## src/rtl/alu_pkg.sv

```systemverilog
// alu_pkg: shared opcode encoding, sequencer state encoding and default
// per-operation latencies for the ALU command sequencer.
package alu_pkg;

  // ALU operation codes as seen on cmd_op / alu_operation
  typedef enum logic [1:0] {
    ADD  = 2'b00,
    SUB  = 2'b01,
    MULT = 2'b10,
    DIV  = 2'b11
  } alu_op_t;

  // Sequencer states
  typedef enum logic [1:0] {
    IDLE = 2'b00,
    RUN  = 2'b01,
    RESP = 2'b10
  } seq_state_t;

  // Default number of cycles ENABLE is held per operation class
  localparam int DEFAULT_ADDSUB_LAT = 1;
  localparam int DEFAULT_MULT_LAT   = 8;
  localparam int DEFAULT_DIV_LAT    = 8;

  // A latency of zero makes no sense for a held-enable protocol; clamp to 1
  function automatic int effective_lat(input int lat);
    return (lat < 1) ? 1 : lat;
  endfunction

  // Largest of three latencies, used to size the latency counter
  function automatic int max_lat(input int a, input int b, input int c);
    int m;
    m = a;
    if (b > m) m = b;
    if (c > m) m = c;
    return m;
  endfunction

endpackage

```

## src/rtl/alu_seq_lat_counter.sv

```systemverilog
// alu_seq_lat_counter: loadable down-counter with a zero flag. It stops at
// zero rather than wrapping, so it can sit at zero until the next load.
module alu_seq_lat_counter
  import alu_pkg::*;
#(
  parameter int CW = 4
) (
  input  logic          clk,
  input  logic          rst_n,
  input  logic          load,
  input  logic [CW-1:0] load_value,
  input  logic          dec,
  output logic          zero
);

  logic [CW-1:0] count_reg;

  // Load has priority over decrement; decrement saturates at zero
  always_ff @(posedge clk) begin
    if (!rst_n) begin
      count_reg <= '0;
    end else if (load) begin
      count_reg <= load_value;
    end else if (dec && (count_reg != '0)) begin
      count_reg <= count_reg - 1'b1;
    end
  end

  assign zero = (count_reg == '0);

endmodule

```

## src/rtl/alu_cmd_sequencer.sv

```systemverilog
// alu_cmd_sequencer: accepts one command at a time, drives the ALU operand
// pins with ENABLE held for the operation's latency, then captures the ALU
// outputs into a valid/ready response register.
// Optional feature macro: ALU_SEQ_DIV0_TRAP_EN -- a DIV with cmd_b==0 is
// not issued to the ALU; an all-zero response with rsp_err=1 is returned.
module alu_cmd_sequencer
  import alu_pkg::*;
#(
  parameter int WIDTH      = 8,
  parameter int ADDSUB_LAT = DEFAULT_ADDSUB_LAT,
  parameter int MULT_LAT   = DEFAULT_MULT_LAT,
  parameter int DIV_LAT    = DEFAULT_DIV_LAT
) (
  input  logic             CLK,
  input  logic             RESET,
  input  logic             cmd_valid,
  output logic             cmd_ready,
  input  logic [1:0]       cmd_op,
  input  logic [WIDTH-1:0] cmd_a,
  input  logic [WIDTH-1:0] cmd_b,
  output logic [WIDTH-1:0] operand_a,
  output logic [WIDTH-1:0] operand_b,
  output logic [1:0]       alu_operation,
  output logic             ENABLE,
  input  logic [WIDTH-1:0] result,
  input  logic [WIDTH-1:0] result2,
  input  logic [3:0]       flags,
  input  logic             carry_out,
  output logic             rsp_valid,
  input  logic             rsp_ready,
  output logic [WIDTH-1:0] rsp_result,
  output logic [WIDTH-1:0] rsp_result2,
  output logic [3:0]       rsp_flags,
  output logic             rsp_carry,
  output logic             rsp_err,
  output logic             busy
);

  localparam int ADDSUB_EFF = effective_lat(ADDSUB_LAT);
  localparam int MULT_EFF   = effective_lat(MULT_LAT);
  localparam int DIV_EFF    = effective_lat(DIV_LAT);
  localparam int MAX_LAT    = max_lat(ADDSUB_EFF, MULT_EFF, DIV_EFF);
  localparam int CW         = $clog2(MAX_LAT + 1);

  seq_state_t    state_reg;
  seq_state_t    state_next;
  logic          accept;
  logic          div0_trap;
  logic          cnt_load;
  logic          cnt_dec;
  logic          cnt_zero;
  logic [CW-1:0] lat_load;

  assign accept = cmd_valid && cmd_ready;

`ifdef ALU_SEQ_DIV0_TRAP_EN
  assign div0_trap = (cmd_op == DIV) && (cmd_b == '0);
`else
  assign div0_trap = 1'b0;
`endif

  // Counter preload: the counter hits zero on the last enabled cycle
  always_comb begin
    lat_load = CW'(ADDSUB_EFF - 1);
    case (cmd_op)
      MULT:    lat_load = CW'(MULT_EFF - 1);
      DIV:     lat_load = CW'(DIV_EFF - 1);
      default: lat_load = CW'(ADDSUB_EFF - 1);
    endcase
  end

  alu_seq_lat_counter #(
    .CW(CW)
  ) u_lat_counter (
    .clk       (CLK),
    .rst_n     (RESET),
    .load      (cnt_load),
    .load_value(lat_load),
    .dec       (cnt_dec),
    .zero      (cnt_zero)
  );

  // State register
  always_ff @(posedge CLK) begin
    if (!RESET) begin
      state_reg <= IDLE;
    end else begin
      state_reg <= state_next;
    end
  end

  // Next-state logic. RUN has two phases told apart by ENABLE: the enabled
  // phase lasts the full latency, then one ENABLE-low cycle lets the ALU's
  // registered outputs settle before they are captured.
  always_comb begin
    state_next = state_reg;
    case (state_reg)
      IDLE: begin
        if (accept) begin
          state_next = div0_trap ? RESP : RUN;
        end
      end
      RUN: begin
        if (!ENABLE) begin
          state_next = RESP;
        end
      end
      RESP: begin
        if (rsp_ready) begin
          state_next = IDLE;
        end
      end
      default: state_next = IDLE;
    endcase
  end

  // State-decoded outputs and counter controls
  always_comb begin
    cmd_ready = (state_reg == IDLE);
    busy      = (state_reg != IDLE);
    cnt_load  = (state_reg == IDLE) && accept;
    cnt_dec   = (state_reg == RUN);
  end

  // ALU pin drivers and response register. Operands stay on the pins after
  // ENABLE drops; only ENABLE qualifies them.
  always_ff @(posedge CLK) begin
    if (!RESET) begin
      operand_a     <= '0;
      operand_b     <= '0;
      alu_operation <= '0;
      ENABLE        <= 1'b0;
      rsp_valid     <= 1'b0;
      rsp_result    <= '0;
      rsp_result2   <= '0;
      rsp_flags     <= '0;
      rsp_carry     <= 1'b0;
    end else begin
      case (state_reg)
        IDLE: begin
          if (accept) begin
            operand_a     <= cmd_a;
            operand_b     <= cmd_b;
            alu_operation <= cmd_op;
            if (div0_trap) begin
              rsp_valid   <= 1'b1;
              rsp_result  <= '0;
              rsp_result2 <= '0;
              rsp_flags   <= '0;
              rsp_carry   <= 1'b0;
            end else begin
              ENABLE <= 1'b1;
            end
          end
        end
        RUN: begin
          if (ENABLE) begin
            if (cnt_zero) begin
              ENABLE <= 1'b0;
            end
          end else begin
            rsp_valid   <= 1'b1;
            rsp_result  <= result;
            rsp_result2 <= result2;
            rsp_flags   <= flags;
            rsp_carry   <= carry_out;
          end
        end
        RESP: begin
          if (rsp_ready) begin
            rsp_valid <= 1'b0;
          end
        end
        default: ;
      endcase
    end
  end

`ifdef ALU_SEQ_DIV0_TRAP_EN
  logic rsp_err_reg;

  // Error flag is set only by a trapped divide and cleared by any ALU capture
  always_ff @(posedge CLK) begin
    if (!RESET) begin
      rsp_err_reg <= 1'b0;
    end else if ((state_reg == IDLE) && accept && div0_trap) begin
      rsp_err_reg <= 1'b1;
    end else if ((state_reg == RUN) && !ENABLE) begin
      rsp_err_reg <= 1'b0;
    end
  end

  assign rsp_err = rsp_err_reg;
`else
  assign rsp_err = 1'b0;
`endif

endmodule
```

## config.mk

```make
export PLATFORM = sky130hd
export DESIGN_NAME = alu_cmd_sequencer
export DESIGN_NICKNAME = d
export VERILOG_FILES = /design/src/rtl/alu_pkg.sv /design/src/rtl/alu_seq_lat_counter.sv /design/src/rtl/alu_cmd_sequencer.sv
export SDC_FILE = /design/constraint.sdc
export NUM_CORES = 1
export LEC_CHECK = 0
export ABC_AREA = 1
export CAP_MARGIN = 40
export CORE_UTILIZATION = 40
export DETAILED_ROUTE_END_ITERATION = 8
export PLACE_DENSITY = 0.91
export SYNTH_ARGS = -nofsm -noshare
export SYNTH_HDL_FRONTEND = slang
export SYNTH_SLANG_ARGS = --single-unit
```

## constraint.sdc

```tcl
create_clock -name CLK -period 1.4 [get_ports CLK]
set_input_delay 0.28 -clock CLK [delete_from_list [all_inputs] [get_ports CLK]]
set_output_delay 0.28 -clock CLK [all_outputs]
set_load 0.02 [all_outputs]
```

==> results of run 1 <==
## kinds of logic after synthesis
group           share of synthesized area (%)
simple gates                             14.0
buf+inv                                  12.5
compound gates                           20.3
flops                                    52.3
other cells                             0.208
fa+ha+maj                               0.695
## cell type report
type                            count  area, sq um  share of cell area (%)
Multi-Input combinational cell    137          636                    23.3
Sequential cell                    47          943                    34.5
Timing Repair Buffer               92          861                    31.5
Inverter                           33          124                    4.53
Clock buffer                        7         96.3                    3.53
Tap cell                           52         65.1                    2.38
Clock inverter                      1         7.51                   0.275
## routing by layer
metal	part of all wire (%)	track usage (%)	wire, um
met1	42	19.6	1700
met2	50	33.5	2050
met3	7.3	5.12	298
met4	0.93	6.35	38
met5	0	0	0
## power by group
group | internal [uW] | switching, uW
Clock | 449 | 425
Sequential | 1480 | 75.1
Combinational | 365 | 459
## cells in the mapped netlist
master	count
a21oi_1	26
buf_1	1
buf_2	2
buf_4	2
buf_6	5
clkbuf_1	3
clkbuf_2	1
conb_1	1
dfxtp_1	47
ha_1	1
inv_1	32
inv_2	1
nand2_1	14
nand2_2	1
nand3_1	2
nor2_1	44
nor2_2	1
nor3_1	1
o21ai_0	27
o21ai_1	15
o21ai_2	2
o31ai_1	1
or2_1	1
## per-stage QoR
| stage | hold WS [ns] | power, uW | cells | setup TNS [ns] | utilization, % |
|---|---|---|---|---|---|
| after floorplan | 0.418 | 2070 | 231 | 0 | - |
| after CTS | 0.445 | 3300 | 369 | 0 | 63.2 |
| after detailed placement | 0.435 | 2490 | 361 | -0.495 | 62.0 |
| after global placement | 0.429 | 2470 | 361 | -0.0155 | 62.0 |
| final | 0.442 | 3250 | 369 | 0 | 63.2 |
| after global routing | 0.469 | 3450 | 369 | 0 | 63.2 |
## what timing repair did
action | 4_1_cts | 5_1_grt
resized for setup | 45 | 6
hold buffers | 0 | 0
cloned | 0 | 0
setup endpoints to repair | 43 | 6
## worst register-to-register path, stage by stage (launching register included)
cell	delay, ns
dfxtp_1	0.35
inv_2	0.08
nand2_2	0.07
or2_1	0.25
buf_12	0.19
o21ai_0	0.19
a21oi_1	0.05
## path summary, 6_finish.rpt
path                 startpoint        endpoint  slack (ns)  cells past startpoint
hold / removal    rsp_result[3]   rsp_result[3]        0.44                      2
setup reg to reg   state_reg[1]  rsp_result2[0]        0.12                      6
hold reg to reg   rsp_result[3]   rsp_result[3]        0.44                      2
setup / recovery   state_reg[1]            busy        0.06                      3
==> results by group, run 1 <==
Critical path
  – Worst setup EP type: output port
  – Worst path cell trace: inv_2, nand2_1, clkdlybuf4s15_2
  – WP data required: 1.12 ns
  – CP top delay family: flip-flops
  – Worst path arrival time: 1.06 ns
  – Slowest CP cell: dfxtp_1
  – CP Launch Type: flop
  – Worst Path Max Fanout: 3
  – Worst path max stage delay: 0.40 ns
  – CP Class: reg -> out
  – Buf/Inv on CP: 2

Yosys
  – Post-Synthesis Cell Area: 1800 sq um
  – Syn nets: between 200 and 300
  – Cells taking the most area after synthesis: dfxtp_1 (52%), nor2_1 (9.2%), o21ai_0 (7.5%), a21oi_1 (7.2%), inv_1 (6.7%)
  – Gate Count Post-Synth: between 200 and 250
  – Share of Yosys cell area claimed by the top area cell type: 52.3%
  – Yosys Warn Count: 0
  – Cell taking the most area after synthesis: dfxtp_1
  – Syn_area_per_cell: 7.79 sq um
  – Yosys reg bits: 47
  – Sequential cell area fraction in the yosys report: 52.3%
  – Distinct cell type count after synthesis: 23

Global route
  – Tot GR Track Use: 18.2%
  – First-pass GRT wire length: ~7.1 mm
  – Number of global-route vias before repair: ~1,700
  – Initial antenna violation count: 0
  – Largest net degree at the start of global routing: 45
  – Total grt overflow: 0

STA
  – Pins Over Slew Limit: 0
  – Part of the cycle the worst path needs: 95.5%
  – F_max: 748 MHz
  – Fin crit period: 1.34 ns
  – Worst setup margin: between 0.06 and 0.07 ns
  – Final hold violation count: 0
  – Clock Skew: 0.00397 ns
  – RSZ-0062 raised after global routing: no
  – Final setup fails: 0

Clock network
  – Worst-path clk slew: 0.08 ns
  – CTS H-tree depth: 2
  – Clk_lat worst skew: approximately 0.29 ns
  – Num CTS Buffers: 5
  – Clk root buf: clkbuf_8
  – Clock sink count: 47
  – Post-CTS setup buffers: 0
  – CTS tree: built
  – CTS max path bufs: 2

Routing
  – WL per Instance: 11.1 um
  – Via-to-Cell Ratio: 4.69
  – Final wirelength: between 4 and 5 mm
  – Number of routed nets with antenna violations: 0
  – Initial DRT Pass Iterations: 4
  – DRT iter0 DRCs: 79
  – Vias: 1,732
  – DRC viols: 0

Finish
  – Fillers: 395
  – Design Area, Final: roughly 2700 sq um
  – Fraction of layout cells with a size suffix above 1: 7.89%
  – Commonest non-fill, non-tap cells in the layout: dfxtp_1 (45), nor2_1 (44), clkdlybuf4s50_1 (42)
  – Most common cell after layout, fill and taps aside: dfxtp_1
  – P&R area growth vs syn: 51.9%
  – Final #Nets: 360
  – Ant. Diodes: 0

Floorplan
  – Rows: 24
  – I/O pin count: 87
  – Die H: 69.1 um
  – Die Wd: 69.1 um
  – Total die area: 4770 sq um
  – Initial Util: 41.6%
  – Core Region: 4320 sq um

Placed design
  – Routability-driven placement congestion ratio: 0.787
  – Port bufs: 85
  – Setup WS pre-CTS: -0.0555 ns
  – Detailed-placement wirelength estimate: around 3.1 mm
  – Placement-stage cell area: approximately 2700 sq um

Power
  – Max VDD drop: 0.552 mV
  – Leak pwr: roughly 0.0013 uW
  – PwrDens: 1190 nW/um^2

Hold path
  – Worst Hold Class: reg -> reg

Status
  – Status: complete, no violations

Run
  – Max Cap Viol: 0
No activity file was read; power rests on OpenSTA's default activity.
==> run 2, diff against run 1 <==
--- a/config.mk
+++ b/config.mk
@@ -7,8 +7,10 @@
 export LEC_CHECK = 0
 export ABC_AREA = 1
 export CAP_MARGIN = 40
+export CORE_MARGIN = 2
 export CORE_UTILIZATION = 40
 export DETAILED_ROUTE_END_ITERATION = 8
+export MAX_ROUTING_LAYER = met4
 export PLACE_DENSITY = 0.91
 export SYNTH_ARGS = -nofsm -noshare
 export SYNTH_HDL_FRONTEND = slang
==> run 2 against run 1 <==
Wire length shrank 1.7%. Final area is essentially flat. Clock power grew 6.6%. Largest power group unchanged. Combinational power is essentially flat. Setup slack gained 0.014 ns. Non-clock buffer count shrank 1. Cell count shrank 0.54%. Via count shrank 0.81%.
==> results by group, run 2 (synthesis gave the netlist of run 1 again) <==
Finish
  – Final #Nets: 359 (-0.28%)
  – Fraction of layout cells with a size suffix above 1: 6.67% (-1.2 points)
  – Commonest non-fill, non-tap cells in the layout: dfxtp_1 (46), nor2_1 (44), clkdlybuf4s50_1 (42)
  – Non-filler cells, final: 367 (-0.54%)
  – Design Area, Final: 2740 sq um (about the same)
  – Fillers: 397 (+0.51%)
  – Most common cell after layout, fill and taps aside: dfxtp_1
  – Ant. Diodes: 0 (unchanged)
  – P&R area growth vs syn: 52.0% (about the same)

Global route
  – Largest net degree at the start of global routing: 45 (unchanged)
  – Tot GR Track Use: 16.7% (-1.5 points)
  – First-pass GRT wire length: 6.67 mm (-6.0%)
  – Total grt overflow: 0 (unchanged)
  – Number of global-route vias before repair: 1,625 (-5.1%)
  – Initial antenna violation count: 0 (unchanged)

Critical path
  – Worst setup EP type: output port
  – Worst Path Max Fanout: 3 (unchanged)
  – Worst path arrival time: 1.04 ns (-0.02 ns)
  – Reg-to-reg startpoint: u_lat_counter.count_reg[0]
  – R2R Setup Slk: 0.08 ns (-0.04 ns)
  – CP Class: reg -> out
  – CP Launch Type: flop
  – R2R depth: 8 (+2)
  – FF-to-FF End: u_lat_counter.count_reg[2]
  – WP data required: 1.12 ns (about the same)

Placed design
  – Placement-stage cell area: 2680 sq um (+0.19%)
  – Port bufs: 85 (unchanged)
  – Setup WS pre-CTS: -0.0769 ns (-0.0214 ns)
  – Placed Cells: 360 (-0.28%)
  – Detailed-placement wirelength estimate: 2.93 mm (-4.3%)
  – Routability-driven placement congestion ratio: 0.782 (-0.65%)

Routing
  – DRC viols: 0 (unchanged)
  – Vias: 1,718 (-0.81%)
  – DRT iter0 DRCs: 58 (-27%)
  – Number of routed nets with antenna violations: 0 (unchanged)
  – Via-to-Cell Ratio: 4.68 (-0.27%)
  – Initial DRT Pass Iterations: 4 (unchanged)
  – WL per Instance: 11.0 um (-1.2%)
  – Final wirelength: 4.02 mm (-1.7%)

Clock network
  – CTS max path bufs: 2 (unchanged)
  – Num CTS Buffers: 5 (unchanged)
  – Clk root buf: clkbuf_8
  – Clock sink count: 47 (unchanged)
  – Hold buffers post-CTS: 0 (unchanged)
  – CTS H-tree depth: 2 (unchanged)
  – Clk_lat worst skew: 0.29 ns (about the same)
  – Post-CTS setup buffers: 0 (unchanged)
  – Worst-path clk slew: 0.08 ns (about the same)
  – CTS tree: built

STA
  – Clock Skew: 0.00458 ns (+0.000613 ns)
  – F_max: 755 MHz (+1.1%)
  – Fin crit period: 1.32 ns (-0.0139 ns)
  – Final hold violation count: 0 (unchanged)
  – Worst setup margin: 0.0763 ns (+0.0139 ns)
  – Final setup fails: 0 (unchanged)
  – WHS: 0.441 ns (-0.00157 ns)
  – RSZ-0062 raised after global routing: no
  – Part of the cycle the worst path needs: 94.6% (-0.99 points)
  – Pins Over Slew Limit: 0 (unchanged)

Floorplan
  – Die H: 71.1 um (+2.9%)
  – Initial Util: 41.3% (-0.29 points)
  – Core Region: 4350 sq um (+0.69%)
  – Rows: 24 (unchanged)
  – Total die area: 5050 sq um (+5.9%)
  – Die Wd: 71.1 um (+2.9%)
  – I/O pin count: 87 (unchanged)

Power
  – Total Power: 3310 uW (+1.8%)
  – Leak pwr: 0.00127 uW (about the same)
  – PwrDens: 1210 nW/um^2 (+1.7%)
  – Max VDD drop: 0.720 mV (+31%)

Hold path
  – Worst Hold Class: reg -> reg
  – Endpoint of the worst hold path: rsp_result2[1]
  – Hold Path Depth: 2 (unchanged)
  – Hold path start: rsp_result2[1]

Run
  – Max Cap Viol: 0 (unchanged)

Status
  – Status: complete, no violations
==> run 2: cell types whose count changed in the layout (fill, tap and decap cells not counted), sizes merged <==
cell / change
buf: -1
bufinv: +1
clkbuf: -1
clkinvlp: -1
==> run 2: worst max-delay path by stage <==
stage / startpoint / end / slack [ns] / cells past startpoint
6_report: state_reg[1] / busy / 0.08 / 3
3_3_place_gp: cmd_valid / u_lat_counter.count_reg[1] / -0.008 / 6
5_1_grt: state_reg[1] / busy / 0.007 / 3
4_1_cts: state_reg[1] / cmd_ready / 0.01 / 2
2_1_floorplan: state_reg[1] / u_lat_counter.count_reg[1] / 0.15 / 7
3_5_place_dp: cmd_valid / u_lat_counter.count_reg[0] / -0.08 / 7
==> run 2: metrics by stage <==
stage	util [%]	TNS [ns]
after floorplan	-	0
after global placement	61.6	-0.0157
after detailed placement	61.6	-0.852
after CTS	62.8	0
after global routing	62.8	0
final	62.8	0
==> run 2: area by class of cell <==
| class | instances | area, sq um | share of cell area, % |
|---|---|---|---|
| repair buffers | 91 | 866 | 31.7 |
| flip-flops and latches | 47 | 942 | 34.4 |
| inverters | 33 | 124 | 4.53 |
| multi-input cells | 137 | 636 | 23.2 |
| clock inverters | 1 | 30.0 | 1.10 |
| well taps | 52 | 65.1 | 2.38 |
| clock buffers | 6 | 72.6 | 2.65 |
==> run 2: repair_timing <==
item                       4_1_cts  5_1_grt
setup endpoints to repair       43        5
gates cloned                     0        0
gates resized for setup         45        4
==> run 2: power breakdown <==
group          total, uW  switching, uW  internal, uW
combinational        826            459           367
clock                932            409           523
sequential          1550           73.9          1470
total               3310            942          2360
==> run 2: metal layers <==
layer | vias to the layer above | global-route usage (%) | wire length (um) | part of all wire, %
met5 | - | - | 0 | 0
met4 | 0 | 6.29 | 61 | 1.5
met3 | 8 | 4.13 | 307 | 7.6
met2 | 76 | 28.2 | 1920 | 48
met1 | 739 | 19.1 | 1740 | 43
li1 | 895 | - | - | -
==> run 2: worst max-delay path: stages (launching register included) <==
cell             delay [ns]
dfxtp_1                0.39
inv_2                  0.07
nand2_1                0.05
clkdlybuf4s15_2        0.25
